### config.mk
export PLATFORM = sky130hd
export DESIGN_NAME = ptp_txegr_ts_collector
export DESIGN_NICKNAME = d
export VERILOG_FILES = /design/src/rtl/ptp_txegr_ts_collector.sv
export SDC_FILE = /design/constraint.sdc
export NUM_CORES = 1
export LEC_CHECK = 0
export ABC_AREA = 1
export ABC_CLOCK_PERIOD_IN_PS = 7400
export CORE_MARGIN = 2
export CORE_UTILIZATION = 38
export CTS_BUF_LIST = sky130_fd_sc_hd__clkbuf_8 sky130_fd_sc_hd__clkbuf_16
export CTS_CLUSTER_DIAMETER = 80
export DETAILED_ROUTE_END_ITERATION = 10
export PLACE_DENSITY = 0.76
export REMOVE_ABC_BUFFERS = 1
export SYNTH_ARGS = -nofsm -noshare
export SYNTH_HDL_FRONTEND = slang
export SYNTH_SLANG_ARGS = --single-unit
### constraint.sdc
create_clock -name clk -period 7.4 [get_ports clk]
set_input_delay 1.48 -clock clk [delete_from_list [all_inputs] [get_ports clk]]
set_output_delay 1.48 -clock clk [all_outputs]
set_load 0.1 [all_outputs]
### src/rtl/ptp_txegr_ts_collector.sv
// PTP TX egress timestamp collector: matches MAC egress timestamps to in-order pending requests.
// Optional statistics counters are built when PTP_TS_COLLECTOR_STATS_EN is defined; otherwise they read 0.
module ptp_txegr_ts_collector #(
  parameter int FP_W        = 20,
  parameter int TS_W        = 96,
  parameter int DEPTH       = 8,
  parameter int TIMEOUT_CYC = 4096
) (
  input  logic                     clk,
  input  logic                     rst_n,
  input  logic                     req_valid,
  input  logic [FP_W-1:0]          req_fp,
  output logic                     req_ready,
  input  logic                     ts_valid,
  input  logic [FP_W-1:0]          ts_fp,
  input  logic [TS_W-1:0]          ts_data,
  output logic                     out_valid,
  input  logic                     out_ready,
  output logic [FP_W-1:0]          out_fp,
  output logic [TS_W-1:0]          out_ts,
  output logic [1:0]               out_status,
  output logic [$clog2(DEPTH):0]   pend_cnt,
  output logic [15:0]              cnt_ok,
  output logic [15:0]              cnt_timeout,
  output logic [15:0]              cnt_unmatched,
  output logic [15:0]              cnt_drop
);

  localparam int AW    = $clog2(DEPTH);
  localparam int CW    = AW + 1;
  localparam int TMR_W = (TIMEOUT_CYC > 2) ? $clog2(TIMEOUT_CYC) : 1;

  localparam logic [1:0] ST_OK        = 2'd0;
  localparam logic [1:0] ST_TIMEOUT   = 2'd1;
  localparam logic [1:0] ST_UNMATCHED = 2'd2;

  typedef enum logic {S_EMPTY, S_WAIT} state_t;

  state_t            r_state;
  state_t            w_state_nxt;
  logic [FP_W-1:0]   r_q [DEPTH];
  logic [AW-1:0]     r_wptr;
  logic [AW-1:0]     r_rptr;
  logic [CW-1:0]     r_cnt;
  logic [TMR_W-1:0]  r_timer;
  logic              r_out_vld;
  logic [FP_W-1:0]   r_out_fp;
  logic [TS_W-1:0]   r_out_ts;
  logic [1:0]        r_out_status;

  logic              w_push;
  logic              w_pop;
  logic              w_match;
  logic              w_tmo;
  logic              w_unm;
  logic              w_res_vld;
  logic [FP_W-1:0]   w_res_fp;
  logic [TS_W-1:0]   w_res_ts;
  logic [1:0]        w_res_status;
  logic              w_free;
  logic              w_load;
  logic [FP_W-1:0]   w_head_fp;

  assign req_ready  = (r_cnt != CW'(DEPTH));
  assign pend_cnt   = r_cnt;
  assign out_valid  = r_out_vld;
  assign out_fp     = r_out_fp;
  assign out_ts     = r_out_ts;
  assign out_status = r_out_status;
  assign w_head_fp  = r_q[r_rptr];
  assign w_push     = req_valid && req_ready;

  always_comb begin
    w_state_nxt = r_state;
    w_match     = 1'b0;
    w_tmo       = 1'b0;
    w_pop       = 1'b0;
    case (r_state)
      S_EMPTY: begin
        if (w_push) w_state_nxt = S_WAIT;
      end
      S_WAIT: begin
        w_match = ts_valid && (ts_fp == w_head_fp);
        w_tmo   = !w_match && (r_timer == TMR_W'(TIMEOUT_CYC - 1));
        w_pop   = w_match || w_tmo;
        if (w_pop && !w_push && (r_cnt == CW'(1))) w_state_nxt = S_EMPTY;
      end
      default: w_state_nxt = S_EMPTY;
    endcase
  end

  assign w_unm = ts_valid && !w_match;

  // Priority: match, then timeout (a concurrent stray return is dropped), then stray return.
  always_comb begin
    w_res_vld    = 1'b0;
    w_res_fp     = '0;
    w_res_ts     = '0;
    w_res_status = ST_OK;
    if (w_match) begin
      w_res_vld = 1'b1;
      w_res_fp  = ts_fp;
      w_res_ts  = ts_data;
    end else if (w_tmo) begin
      w_res_vld    = 1'b1;
      w_res_fp     = w_head_fp;
      w_res_status = ST_TIMEOUT;
    end else if (w_unm) begin
      w_res_vld    = 1'b1;
      w_res_fp     = ts_fp;
      w_res_ts     = ts_data;
      w_res_status = ST_UNMATCHED;
    end
  end

  assign w_free = !r_out_vld || out_ready;
  assign w_load = w_res_vld && w_free;

  always_ff @(posedge clk) begin
    if (w_push) r_q[r_wptr] <= req_fp;
  end

  always_ff @(posedge clk or negedge rst_n) begin
    if (!rst_n) begin
      r_state      <= S_EMPTY;
      r_wptr       <= '0;
      r_rptr       <= '0;
      r_cnt        <= '0;
      r_timer      <= '0;
      r_out_vld    <= 1'b0;
      r_out_fp     <= '0;
      r_out_ts     <= '0;
      r_out_status <= ST_OK;
    end else begin
      r_state <= w_state_nxt;
      if (w_push) r_wptr <= r_wptr + AW'(1);
      if (w_pop)  r_rptr <= r_rptr + AW'(1);
      if (w_push && !w_pop)      r_cnt <= r_cnt + CW'(1);
      else if (!w_push && w_pop) r_cnt <= r_cnt - CW'(1);
      if (w_pop)                 r_timer <= '0;
      else if (r_state == S_WAIT) r_timer <= r_timer + TMR_W'(1);
      if (w_load) begin
        r_out_vld    <= 1'b1;
        r_out_fp     <= w_res_fp;
        r_out_ts     <= w_res_ts;
        r_out_status <= w_res_status;
      end else if (out_ready) begin
        r_out_vld <= 1'b0;
      end
    end
  end

`ifdef PTP_TS_COLLECTOR_STATS_EN
  logic [15:0] r_cnt_ok;
  logic [15:0] r_cnt_timeout;
  logic [15:0] r_cnt_unmatched;
  logic [15:0] r_cnt_drop;
  logic [1:0]  w_drop_n;

  // A stray return shadowed by a timeout and a result blocked by a full output can both drop in one cycle.
  assign w_drop_n = {1'b0, (w_res_vld && !w_free)} + {1'b0, (w_tmo && w_unm)};

  always_ff @(posedge clk or negedge rst_n) begin
    if (!rst_n) begin
      r_cnt_ok        <= '0;
      r_cnt_timeout   <= '0;
      r_cnt_unmatched <= '0;
      r_cnt_drop      <= '0;
    end else begin
      if (w_match && (r_cnt_ok != 16'hFFFF))             r_cnt_ok <= r_cnt_ok + 16'd1;
      if (w_tmo && (r_cnt_timeout != 16'hFFFF))          r_cnt_timeout <= r_cnt_timeout + 16'd1;
      if (w_unm && !w_tmo && (r_cnt_unmatched != 16'hFFFF))
        r_cnt_unmatched <= r_cnt_unmatched + 16'd1;
      if ({1'b0, r_cnt_drop} + {15'd0, w_drop_n} > 17'h0FFFF) r_cnt_drop <= 16'hFFFF;
      else r_cnt_drop <= r_cnt_drop + {14'd0, w_drop_n};
    end
  end

  assign cnt_ok        = r_cnt_ok;
  assign cnt_timeout   = r_cnt_timeout;
  assign cnt_unmatched = r_cnt_unmatched;
  assign cnt_drop      = r_cnt_drop;
`else
  assign cnt_ok        = 16'd0;
  assign cnt_timeout   = 16'd0;
  assign cnt_unmatched = 16'd0;
  assign cnt_drop      = 16'd0;
`endif

endmodule

# Word-level counts from Yosys, hierarchy flattened
# Memories as Yosys holds them, arrays and structs flattened.
# Cells that the tools add are included.
[word_totals] ff_bits=142 ram_bits=160 input_bits=141 output_inout_bits=188 elab_cells=64 memories=1
[op_classes] n_addsub=5 eq_ne=4 n_mux=25 n_bitwise=1 reduce_logical=19
[memory_table] memory="r_q" depth=8 width=20 rd=1 rd_ports_with_merged_regs=0 write_ports=1 line_no="41" rtl="logic [FP_W-1:0] r_q [DEPTH];"
[op_table] operator="$mux 96" n=3
[op_table] operator="$mux 20" n=3
[op_table] operator="$mux 12" n=2
[op_table] operator="$eq 20x20->1" n=1
[op_table] operator="$add 12x1->12 const B" n=1
[op_table] operator="$eq 12x12->1 const B" n=1
[op_table] operator="$mux 1" n=11
[op_table] operator="$logic_and 1x1->1" n=9
[op_table] operator="$mux 4" n=2
[op_table] operator="$add 3x1->3 const B" n=2
[op_table] operator="$mux 2" n=3
[op_table] operator="$reduce_bool 2->1" n=3
[op_table] operator="$logic_not 1->1" n=5
[op_table] operator="$add 4x1->4 const B" n=1
[op_table] operator="$eq 4x1->1 const B" n=1
[op_table] operator="$ne 4x4->1 const B" n=1
[op_table] operator="$sub 4x1->4 const B" n=1
[op_table] operator="$logic_or 1x1->1" n=2
[op_table] operator="$pmux 1 s2" n=1
[op_table] operator="$not 1->1" n=1

# Longest topological paths before layout
# An unclocked memory read counts as a cell.
[depth] ltp_word=11 mapped_depth=21 ltp_nobuf=20

# Worst setup path before layout
# No wires, ideal clock.
[synth_timing] kind="reg2reg" startpoint="register r_cnt[1] (netlist: pend_cnt[1])" endpoint="memory r_q[0][0], enable pin" setup_ns=0.397 arrival_ns=3.583 required_ns=7.003 slack_ns=3.420 path_stages_with_launch=7 path_buffers=0 period_less_slack_ns=3.980 path_cell_list="dfrtp_1 -> inv_1 -> ha_1 -> nand3_1 -> nand2_1 -> or2_2 -> nor2_1"
[synth_between] elab_chain_len=4
[synth_lines] item="from (decl)" line_no="44" rtl="logic [CW-1:0] r_cnt;"
[synth_lines] item="from (signal assigned)" line_no="138" rtl="if (w_push && !w_pop) r_cnt <= r_cnt + CW'(1);"
[synth_lines] item="from (signal assigned)" line_no="139" rtl="else if (!w_push && w_pop) r_cnt <= r_cnt - CW'(1);"
[synth_lines] item="$ne 4x4->1" line_no="64" rtl="assign req_ready = (r_cnt != CW'(DEPTH));"
[synth_lines] item="named net req_ready" line_no="13" rtl="output logic req_ready,"
[synth_lines] item="$logic_and 1x1->1" line_no="71" rtl="assign w_push = req_valid && req_ready;"
[synth_lines] item="$mux 1" line_no="120" rtl="if (w_push) r_q[r_wptr] <= req_fp;"
[synth_lines] item="$mux 1 (implied by the code)" line_no="120"
[synth_lines] item="to (decl)" line_no="41"
# The timed path passes the listed nets, and every way through them passes these cells.

# Worst setup path after layout
[layout_timing] startpoint="register r_rptr[0]" endpoint="register r_out_fp[2] (netlist: out_fp[2])"
[layout_between] elab_chain_len=10 word_cells_on_any_way=16 cone_classes="eq/ne (1); mux (8); reduce/logical (6); memory (1)"
[layout_lines] item="from (decl)" line_no="43" rtl="logic [AW-1:0] r_rptr;"
[layout_lines] item="from (signal assigned)" line_no="137" rtl="if (w_pop) r_rptr <= r_rptr + AW'(1);"
[layout_lines] item="$mem_v2 8x20 (*)"
[layout_lines] item="$eq 20x20->1" line_no="83" rtl="w_match = ts_valid && (ts_fp == w_head_fp);"
[layout_lines] item="$logic_and 1x1->1" line_no="83"
[layout_lines] item="$mux 1" line_no="78" rtl="case (r_state)"
[layout_lines] item="$logic_not 1->1" line_no="92" rtl="assign w_unm = ts_valid && !w_match;"
[layout_lines] item="$logic_and 1x1->1" line_no="92"
[layout_lines] item="$mux 1" line_no="108" rtl="end else if (w_unm) begin"
[layout_lines] item="$mux 1" line_no="104" rtl="end else if (w_tmo) begin"
[layout_lines] item="$mux 1" line_no="100" rtl="if (w_match) begin"
[layout_lines] item="$logic_and 1x1->1" line_no="117" rtl="assign w_load = w_res_vld && w_free;"
[layout_lines] item="to (signal assigned)" line_no="144" rtl="r_out_fp <= w_res_fp;"
[layout_lines] item="to (decl)" line_no="47" rtl="logic [FP_W-1:0] r_out_fp;"
# Every way passes the cells marked *; elsewhere a longest branch is shown, timed or not.
# A chain may end at the register's enable or synchronous reset.

==> results.sh <==
export IMPL_dp_hpwl_mm=25.48
export IMPL_fill_cells=3224
export IMPL_finalSetupViolations=0
export IMPL_htreeDepth=2
export IMPL_drive_gt1_share_pct=4.386
export IMPL_synth_edf_count=160
export IMPL_core_mm2=0.03566
export IMPL_synth_most_common_cell="nand2_1"
export IMPL_first_iter_violations=896
export IMPL_fin_crit_sh_pct=65.51
export IMPL_cp_arrival_ns=5.24
export IMPL_yosysTopAreaCell="edfxtp_1"
export IMPL_final_util_pct=49.83
export IMPL_min_from="out_ts[32]"
export IMPL_slew_headroom_pct=9.386
export IMPL_final_max_slew_violation_count=0
export IMPL_antenna_found_initial=8
export IMPL_rsz0062_at_grt="no"
export IMPL_synth_seq_area_share_pct=60.57
export IMPL_async_reset_ff_share_pct=47.02
export IMPL_start_util_pct=38.70
export IMPL_dr_pass1_iters=6
export IMPL_drtAntennaViolNets=0
export IMPL_cts_buffer_depth=3
export IMPL_critical_path_required_ns=7.79
export IMPL_cp_end_kind="flop"
export IMPL_vias=11100
export IMPL_cts_resized_gates=0
export IMPL_gp_congestion=0.9250
export IMPL_critical_path_peak_fanout=99
export IMPL_synth_area_mm2=0.01380
export IMPL_power_density_mw_per_mm2=314.1
export IMPL_wl_per_cell_um=16.95
export IMPL_fin_crit_ns=4.848
export IMPL_dieArea_mm2=0.03786
export IMPL_fp_row_count=69
export IMPL_vias_per_cell=4.892
export IMPL_portBuffers=264
export IMPL_grt_overflow_total=0
export IMPL_synthFlopType="edfxtp_1"
export IMPL_max_vdd_ir_drop_mv=0.2078
export IMPL_clkTransAtPathRegs_ns=0.06
export IMPL_netlist_top_cells_area="edfxtp_1, dfrtp_1, nand2_1"
export IMPL_cts_hold_buf=0
export IMPL_fin_area_mm2=0.01777
export IMPL_grt_max_degree=100
export IMPL_syn2layout_area_growth_pct=28.74
export IMPL_timing_rr_start="r_rptr[0]"
export IMPL_setup_tns_ns=0
export IMPL_p_total_w=0.005580
export IMPL_numCtsBuffers=35
export IMPL_cp_startpoint="r_rptr[0]"
export IMPL_startpoint_type="flop"
export IMPL_worstMarginPinSlew_ns=1.359
export IMPL_synthCells=1530
export IMPL_postCtsSetupRepairBufs=0
export IMPL_avgSynthCellArea_um2=9.019
export IMPL_nNetsFinal=1923
export IMPL_ios=329
export IMPL_whs_ns=0.4800
export IMPL_clock_root_buffer="clkbuf_16"
export IMPL_ys_types=28
export IMPL_skew_ns=0.02296
export IMPL_timing_worst_setup_path_type="reg2reg"
export IMPL_finalHoldViolCount=0
export IMPL_hp_class="reg2reg"
export IMPL_synthTopCellsByCount="nand2_1, edfxtp_1, inv_1"
export IMPL_drv_cap=0
export IMPL_synth_seq_cells=302
export IMPL_drc=0
export IMPL_fp_dieW_um=194.6
export IMPL_cts_sinks=302
export IMPL_p_leak_nw=7.942
export IMPL_yosysWarningCount=0
export IMPL_drt_wl_total_mm=38.48
export IMPL_gr_usage_all_layers_pct=19.67
export IMPL_dpl_cell_area_mm2=0.01655
export IMPL_status="completed"
export IMPL_cts_tree="built"
export IMPL_synth_top_area_share_pct=34.82
export IMPL_worstSkewPairLatency_ns=0.52
export IMPL_grt_pass1_vias=10410
export IMPL_timing_fmax_mhz=206.3
export IMPL_grt_pass1_wl_mm=57.94
export IMPL_die_h_um=194.6
==> per-stage QoR <==
step / std cells / setup slack [ns]
global placement: 2199 / 2.705
CTS: 2262 / 2.615
finish: 2270 / 2.552
floorplan: 1459 / 2.316
detailed placement: 2199 / 2.643
global route: 2270 / 2.112
==> layer usage <==
layer / wire length [um] / global-route usage (%)
met5: 0 / 0
met4: 1353 / 8.889
met3: 3229 / 3.696
met2: 19360 / 33.77
met1: 14530 / 24.09
==> final cells by class <==
| class | instances | area, um^2 | share of cell area (%) |
|---|---|---|---|
| antenna | 8 | 20.02 | 0.1127 |
| tap | 461 | 576.8 | 3.247 |
| timing repair buffer | 279 | 2766 | 15.57 |
| clock inverter | 22 | 207.7 | 1.169 |
| multi-input combinational | 1005 | 4270 | 24.04 |
| inverter | 152 | 573.1 | 3.226 |
| sequential | 302 | 8359 | 47.05 |
| clock buffer | 41 | 992.2 | 5.585 |
==> kinds of logic (layout without fill, tap and decap cells) <==
group | count (synthesis) | after routing | synth area share [%]
compound gates | 132 | 132 | 4.914
xor+xnor | 12 | 12 | 0.7617
fa+ha+maj | 7 | 7 | 0.6347
buf+inv | 286 | 494 | 10.25
flops | 302 | 302 | 60.57
mux | 1 | 1 | 0.07254
other cells | 1 | 72 | 0.02717
simple gates | 789 | 789 | 22.77
==> where the power goes <==
part	switching, W	internal (W)	leakage (nW)
combinational	0.00129	0.000378	4.11
sequential	0.000112	0.00202	3.21
clock	0.000677	0.00110	0.617
total	0.00208	0.00350	7.94
==> flip-flops by register name, summed over array words and instances (netlist names) <==
register	flops
out_fp	20
out_status	2
out_ts	96
out_valid	1
pend_cnt	4
r_q	160
r_rptr	3
r_state	1
r_timer	12
r_wptr	3
==> worst max-delay path, cell delays in order (launching register included) <==
cell     delay [ns]
dfrtp_2        0.33
buf_4          0.72
inv_2          0.81
nand2_1        0.22
nand2_1        0.07
nand2_1        0.06
nand3_1        0.11
nand2_1        0.13
nand2_1        0.14
nand2_1        0.10
nor2_1         0.04
nand2_1        0.06
nor2_1         0.05
nand3_1        0.16
nand2_2        0.34
a21oi_4        0.67
buf_12         0.40
nor2_1         0.09
nor2_1         0.11
nor2_1         0.05
==> placed cells by master (no fill, tap or decap), types with 2 or more instances in the layout <==
master and instances:
o21ai_1 43, ha_1 7, clkdlybuf4s50_1 262, nor3b_1 3
dfrtp_1 141, o21ai_0 83, nand3_1 122, clkinv_2 7
conb_1 64, xor2_1 9, bufinv_16 4, xnor2_1 3
nor2_1 141, clkbuf_16 38, nand2_1 513, clkinv_1 3
inv_1 156, buf_4 15, edfxtp_1 160, nor3_1 5
diode_2 8, a21oi_1 2, clkbuf_8 3, or2_2 2
==> final timing paths <==
check                           cells after the start  slack, ns    endpoint
min in group asynchronous                           1       1.05  out_ts[67]
worst max-delay path                               19       2.55   out_fp[2]
max in group asynchronous                           2       4.98  out_ts[55]
worst min register to register                      2       0.48  out_ts[32]
worst max register to register                     19       2.55   out_fp[2]
worst min-delay path                                2       0.48  out_ts[32]
Power figures use the tool's default switching activity.
